--- src/rtl/vga_pattern_sequencer.sv ---
// Pixel source for the VGA driver: four test patterns, selected by a
// debounced push-button or an auto-advance frame timer. Pattern changes
// are applied only at a frame boundary, and each change starts a buzzer beep.
module vga_pattern_sequencer #(
    parameter int H_ACTIVE           = 640,
    parameter int V_ACTIVE           = 480,
    parameter int FRAMES_PER_PATTERN = 120,
    parameter int DEBOUNCE_CYCLES    = 1000000,
    parameter int BEEP_CYCLES        = 2500000
) (
    input  logic       clk,
    input  logic       rst_n,
    input  logic [9:0] cnt_h,
    input  logic [9:0] cnt_v,
    input  logic       key_n,
    input  logic       auto_en,
    output logic [5:0] vga_rgb,
    output logic [1:0] pattern_idx,
    output logic       fengmingqi
);

    localparam int FW = $clog2(FRAMES_PER_PATTERN) + 1;
    localparam int DW = $clog2(DEBOUNCE_CYCLES) + 1;
    localparam int BW = $clog2(BEEP_CYCLES) + 1;

    localparam logic [FW-1:0] FRAME_LAST = FW'(FRAMES_PER_PATTERN - 1);
    localparam logic [DW-1:0] DB_LAST    = DW'(DEBOUNCE_CYCLES - 1);
    localparam logic [BW-1:0] BEEP_LD    = BW'(BEEP_CYCLES);

    localparam logic [9:0] H_ACT = 10'(H_ACTIVE);
    localparam logic [9:0] V_ACT = 10'(V_ACTIVE);
    // Bar edges (eighths of the line) and grey-ramp edges (quarters)
    localparam logic [9:0] B1 = 10'(H_ACTIVE * 1 / 8);
    localparam logic [9:0] B2 = 10'(H_ACTIVE * 2 / 8);
    localparam logic [9:0] B3 = 10'(H_ACTIVE * 3 / 8);
    localparam logic [9:0] B4 = 10'(H_ACTIVE * 4 / 8);
    localparam logic [9:0] B5 = 10'(H_ACTIVE * 5 / 8);
    localparam logic [9:0] B6 = 10'(H_ACTIVE * 6 / 8);
    localparam logic [9:0] B7 = 10'(H_ACTIVE * 7 / 8);
    localparam logic [9:0] G1 = 10'(H_ACTIVE * 1 / 4);
    localparam logic [9:0] G2 = 10'(H_ACTIVE * 2 / 4);
    localparam logic [9:0] G3 = 10'(H_ACTIVE * 3 / 4);

    typedef enum logic [1:0] {P_BARS, P_CHECK, P_GRAD, P_BORDER} pat_e;

    pat_e          state;
    logic          key_s1, key_s2, key_db;
    logic [DW-1:0] db_cnt;
    logic          adv_pending;
    logic          fb_cmp, fb_prev;
    logic [FW-1:0] frame_cnt;
    logic [BW-1:0] beep_cnt;
    logic [5:0]    rgb_nxt;
    logic [1:0]    grey;

    logic fb, key_fall, auto_exp, step;

    // Counters sit at the boundary position for two clocks; edge-detect
    // the registered compare so each frame yields a single pulse.
    assign fb       = fb_cmp & ~fb_prev;
    assign key_fall = (key_s2 != key_db) && (db_cnt == DB_LAST) && !key_s2;
    assign auto_exp = auto_en && (frame_cnt == FRAME_LAST);
    assign step     = fb && (adv_pending || auto_exp);

    assign pattern_idx = state;
    assign fengmingqi  = (beep_cnt != '0);

    // Frame-boundary compare and its delayed copy for edge detection
    always_ff @(posedge clk) begin
        if (!rst_n) begin
            fb_cmp  <= 1'b0;
            fb_prev <= 1'b0;
        end else begin
            fb_cmp  <= (cnt_v == V_ACT) && (cnt_h == 10'd0);
            fb_prev <= fb_cmp;
        end
    end

    // Key synchronizer and stability counter; debounced value follows only
    // after DEBOUNCE_CYCLES consecutive differing samples
    always_ff @(posedge clk) begin
        if (!rst_n) begin
            key_s1 <= 1'b1;
            key_s2 <= 1'b1;
            key_db <= 1'b1;
            db_cnt <= '0;
        end else begin
            key_s1 <= key_n;
            key_s2 <= key_s1;
            if (key_s2 == key_db) begin
                db_cnt <= '0;
            end else if (db_cnt == DB_LAST) begin
                key_db <= key_s2;
                db_cnt <= '0;
            end else begin
                db_cnt <= db_cnt + 1'b1;
            end
        end
    end

    // Pattern FSM, pending-advance flag, auto frame timer and beep timer
    always_ff @(posedge clk) begin
        if (!rst_n) begin
            state       <= P_BARS;
            adv_pending <= 1'b0;
            frame_cnt   <= '0;
            beep_cnt    <= '0;
        end else begin
            // A press landing on the fb cycle survives into the next frame
            if (key_fall)
                adv_pending <= 1'b1;
            else if (step)
                adv_pending <= 1'b0;

            if (step) begin
                unique case (state)
                    P_BARS:   state <= P_CHECK;
                    P_CHECK:  state <= P_GRAD;
                    P_GRAD:   state <= P_BORDER;
                    P_BORDER: state <= P_BARS;
                    default:  state <= P_BARS;
                endcase
            end

            if (!auto_en)
                frame_cnt <= '0;
            else if (fb)
                frame_cnt <= step ? '0 : frame_cnt + 1'b1;

            if (step)
                beep_cnt <= BEEP_LD;
            else if (beep_cnt != '0)
                beep_cnt <= beep_cnt - 1'b1;
        end
    end

    // Colour for the current pixel; black outside the active area
    always_comb begin
        rgb_nxt = 6'b000000;
        grey    = 2'd0;
        if (cnt_h < H_ACT && cnt_v < V_ACT) begin
            unique case (state)
                P_BARS: begin
                    if      (cnt_h < B1) rgb_nxt = 6'b111111;
                    else if (cnt_h < B2) rgb_nxt = 6'b111100;
                    else if (cnt_h < B3) rgb_nxt = 6'b001111;
                    else if (cnt_h < B4) rgb_nxt = 6'b001100;
                    else if (cnt_h < B5) rgb_nxt = 6'b110011;
                    else if (cnt_h < B6) rgb_nxt = 6'b110000;
                    else if (cnt_h < B7) rgb_nxt = 6'b000011;
                    else                 rgb_nxt = 6'b000000;
                end
                P_CHECK: rgb_nxt = {6{cnt_h[5] ^ cnt_v[5]}};
                P_GRAD: begin
                    if      (cnt_h < G1) grey = 2'd0;
                    else if (cnt_h < G2) grey = 2'd1;
                    else if (cnt_h < G3) grey = 2'd2;
                    else                 grey = 2'd3;
                    rgb_nxt = {grey, grey, grey};
                end
                P_BORDER: begin
                    if (cnt_h == 10'd0 || cnt_h == H_ACT - 10'd1 ||
                        cnt_v == 10'd0 || cnt_v == V_ACT - 10'd1)
                        rgb_nxt = 6'b111111;
                end
                default: rgb_nxt = 6'b000000;
            endcase
        end
    end

    // Registered colour output, one clock behind the counters
    always_ff @(posedge clk) begin
        if (!rst_n)
            vga_rgb <= 6'b000000;
        else
            vga_rgb <= rgb_nxt;
    end

endmodule

--- config.mk ---
export PLATFORM = sky130hd
export DESIGN_NAME = vga_pattern_sequencer
export DESIGN_NICKNAME = d
export VERILOG_FILES = /design/src/rtl/vga_pattern_sequencer.sv
export SDC_FILE = /design/constraint.sdc
export NUM_CORES = 1
export LEC_CHECK = 0
export ABC_AREA = 1
export CAP_MARGIN = 20
export CORE_ASPECT_RATIO = 2
export CORE_UTILIZATION = 59
export CTS_BUF_LIST = sky130_fd_sc_hd__clkbuf_8
export CTS_CLUSTER_SIZE = 8
export DETAILED_ROUTE_END_ITERATION = 10
export PLACE_DENSITY = 0.93
export SLEW_MARGIN = 20
export SYNTH_ARGS = -nofsm -noshare
export SYNTH_HDL_FRONTEND = slang
export SYNTH_SLANG_ARGS = --single-unit
--- constraint.sdc ---
create_clock -name clk -period 2.85 [get_ports clk]
set_input_delay 0.285 -clock clk [delete_from_list [all_inputs] [get_ports clk]]
set_output_delay 0.285 -clock clk [all_outputs]
set_load 0.02 [all_outputs]
==> flow_metrics.env <==
export IMPL_io_buffers=32
export IMPL_yosysMostFrequentCell="nand2_1"
export IMPL_outcome="finished, final reports clean"
export IMPL_p_comb_share_pct=41.8
export IMPL_clkPwrFrac_pct=24.3
export IMPL_syn_nets=531
export IMPL_drc=0
export IMPL_cts_max_level=3
export IMPL_synth_area_top_cells="dfxtp_1, nand2_1, nor2_1, inv_1, a21oi_1"
export IMPL_die_width_um=56.5
export IMPL_drive_above_1_share_pct=7.21
export IMPL_yosysSeqAreaShare_pct=37.6
export IMPL_areaGrowthSynthToFinish_pct=15.8
export IMPL_netlist_area_mm2=0.00351
export IMPL_critPathKind="reg2out"
export IMPL_grt_total_usage_pct=28.6
export IMPL_cts_root_buf="clkbuf_8"
export IMPL_cts_resized=0
export IMPL_fp_dieH_um=111
export IMPL_drv_cap=0
export IMPL_cp_max_fo=5
export IMPL_row_count=39
export IMPL_io_pins=33
export IMPL_fin_crit_sh_pct=84.6
export IMPL_hold_viol=0
export IMPL_period_minus_slack_ns=2.41
export IMPL_wl_per_cell_um=13.7
export IMPL_ys_seq_elements=66
export IMPL_synth_common_cells="nand2_1, nor2_1, dfxtp_1"
export IMPL_clock_path_buffers=2
export IMPL_p_int_uw=2060
export IMPL_maxSlewHeadroom_pct=59.5
export IMPL_num_vias=3420
export IMPL_swShare_pct=40.4
export IMPL_cts_hold_buf=0
export IMPL_finalNonFillerCells=602
export IMPL_grt_first_pass_wirelength_um=14000
export IMPL_clock_latency_ns=0.35
export IMPL_synth_ff_type="dfxtp_1"
export IMPL_fin_util_pct=71.2
export IMPL_dieArea_mm2=0.00628
export IMPL_viasPerCell=5.68
export IMPL_finClkSkew_ns=0.0116
export IMPL_power_switching_uw=1400
export IMPL_yosys_area_top_type="dfxtp_1"
export IMPL_setup_tns_ns=0
export IMPL_fmax_mhz=415
export IMPL_setup_viol_count_final=0
export IMPL_ir_worst_vdd_uv=1110
export IMPL_first_pass_iters=4
export IMPL_synth_top_area_share_pct=37.6
export IMPL_crit_arrival_ns=2.13
export IMPL_async_reset_ff_share_pct=0
export IMPL_diodes=0
export IMPL_synth_enable_flop_cells=0
export IMPL_powerDensity_mw_per_mm2=851
export IMPL_min_path_type="reg2reg"
export IMPL_gp_congestion=0.956
export IMPL_p_seq_share_pct=33.9
export IMPL_grt_pass1_vias=3457
export IMPL_core_mm2=0.00571
export IMPL_grt_overflow_total=0
export IMPL_start_util_pct=61.5
export IMPL_total_power_uw=3460
export IMPL_post_dp_hpwl_um=6240
export IMPL_crit_path_end_kind="output port"
export IMPL_critical_path_required_ns=2.57
export IMPL_grt_max_degree=21
export IMPL_tritoncts="built"
export IMPL_avgSynthCellArea_um2=7.02
export IMPL_leakagePower_uw=0.00168
export IMPL_clk_pin_slew_ns=0.07
export IMPL_cts_sinks=66
export IMPL_antenna_found_initial=0
export IMPL_finalMaxSlewViolations=0
export IMPL_numCtsBuffers=9
export IMPL_dp_cells=587
export IMPL_final_nets=568
export IMPL_postCtsSetupRepairBufs=0
export IMPL_wirelength_um=8250
export IMPL_drt_iter0_drc=161
export IMPL_ant_nets=0
export IMPL_worstMarginPinSlew_ns=0.607
export IMPL_synthCells=500
export IMPL_start_kind="register"
export IMPL_synth_distinct_cells=44
export IMPL_rsz0062_at_grt="false"
export IMPL_yosys_warnings=0
layout by cell type (no fill, tap or decap), types with 2 or more instances in the layout:
cell type / instances
o211ai_1: 5
nand3_1: 32
clkdlybuf4s50_1: 32
ha_1: 7
inv_1: 57
nor2_2: 2
a211oi_1: 2
xnor2_1: 12
a21oi_1: 32
nand2_1: 107
clkinvlp_4: 2
nor3b_1: 3
nand3b_1: 6
nor2_1: 89
or2_2: 7
dfxtp_1: 66
clkbuf_8: 9
clkinv_2: 2
a31oi_1: 2
inv_2: 2
nand4_1: 11
o21ai_0: 6
bufinv_16: 2
nand2_2: 2
nor3_1: 15
nor4_1: 3
nor3_2: 2
xor2_1: 8
final cells by class:
cell class | count | area [um^2]
clock buffers | 9 | 124
clock inverters | 6 | 83.8
fillers | 454 | 1650
inverters | 59 | 223
multi-input cells | 369 | 1920
flip-flops and latches | 66 | 1320
well taps | 61 | 76.3
repair buffers | 32 | 320
critical path: stages, from the launching register on:
cell             delay (ns)
dfxtp_1                0.32
inv_1                  0.15
ha_1                   0.28
inv_1                  0.10
nor2_2                 0.19
nand4_1                0.17
clkdlybuf4s50_1        0.57
path summary, 6_finish.rpt:
path | depth (start not counted) | slack, ns | startpoint | to
setup / recovery | 6 | 0.44 | beep_cnt[0] | fengmingqi
hold / removal | 1 | 0.43 | key_s1 | key_s2
setup reg to reg | 10 | 0.92 | beep_cnt[0] | beep_cnt[5]
hold reg to reg | 1 | 0.43 | key_s1 | key_s2
routing by layer:
metal / track usage, % / part of all wire [%] / routed length (um)
met1: 24.9 / 35 / 2870
met2: 52.6 / 56 / 4600
met3: 6.88 / 3.8 / 311
met4: 22.4 / 5.6 / 459
met5: 0 / 0 / 0
registers in the layout (all words and copies together), names as in the netlist:
signal	flops
key_db	1
pattern_idx	2
fb_prev	1
key_s2	1
frame_cnt	8
adv_pending	1
key_s1	1
db_cnt	21
fb_cmp	1
vga_rgb	6
beep_cnt	23
logic make-up (layout without fill, tap and decap cells):
logic type	count (synthesis)	in the layout	share of synthesized area (%)
simple gates	288	288	38.1
buf+inv	65	106	7.77
flops	66	66	37.6
fa+ha+maj	7	7	2.50
xor+xnor	20	20	4.99
compound gates	54	54	9.02
through the flow:
| step | setup slack, ns | hold WS [ns] | cell area [um^2] |
|---|---|---|---|
| detailed placement | 0.749 | 0.407 | 3860 |
| finish | 0.439 | 0.435 | 4060 |
| CTS | 0.422 | 0.434 | 4060 |
| global route | 0.303 | 0.453 | 4060 |
| floorplan | 1.26 | 0.369 | 3510 |
| global placement | 0.823 | 0.399 | 3860 |
power by group through the flow:
stage | sequential [uW] | combinational, uW | clock (uW)
final | 1170 | 1450 | 839
after global routing | 1190 | 1620 | 886
after CTS | 1170 | 1430 | 853
after detailed placement | 1190 | 1420 | 0
after global placement | 1180 | 1390 | 0
after floorplan | 1150 | 1130 | 0
(Power assumes the default switching activity.)
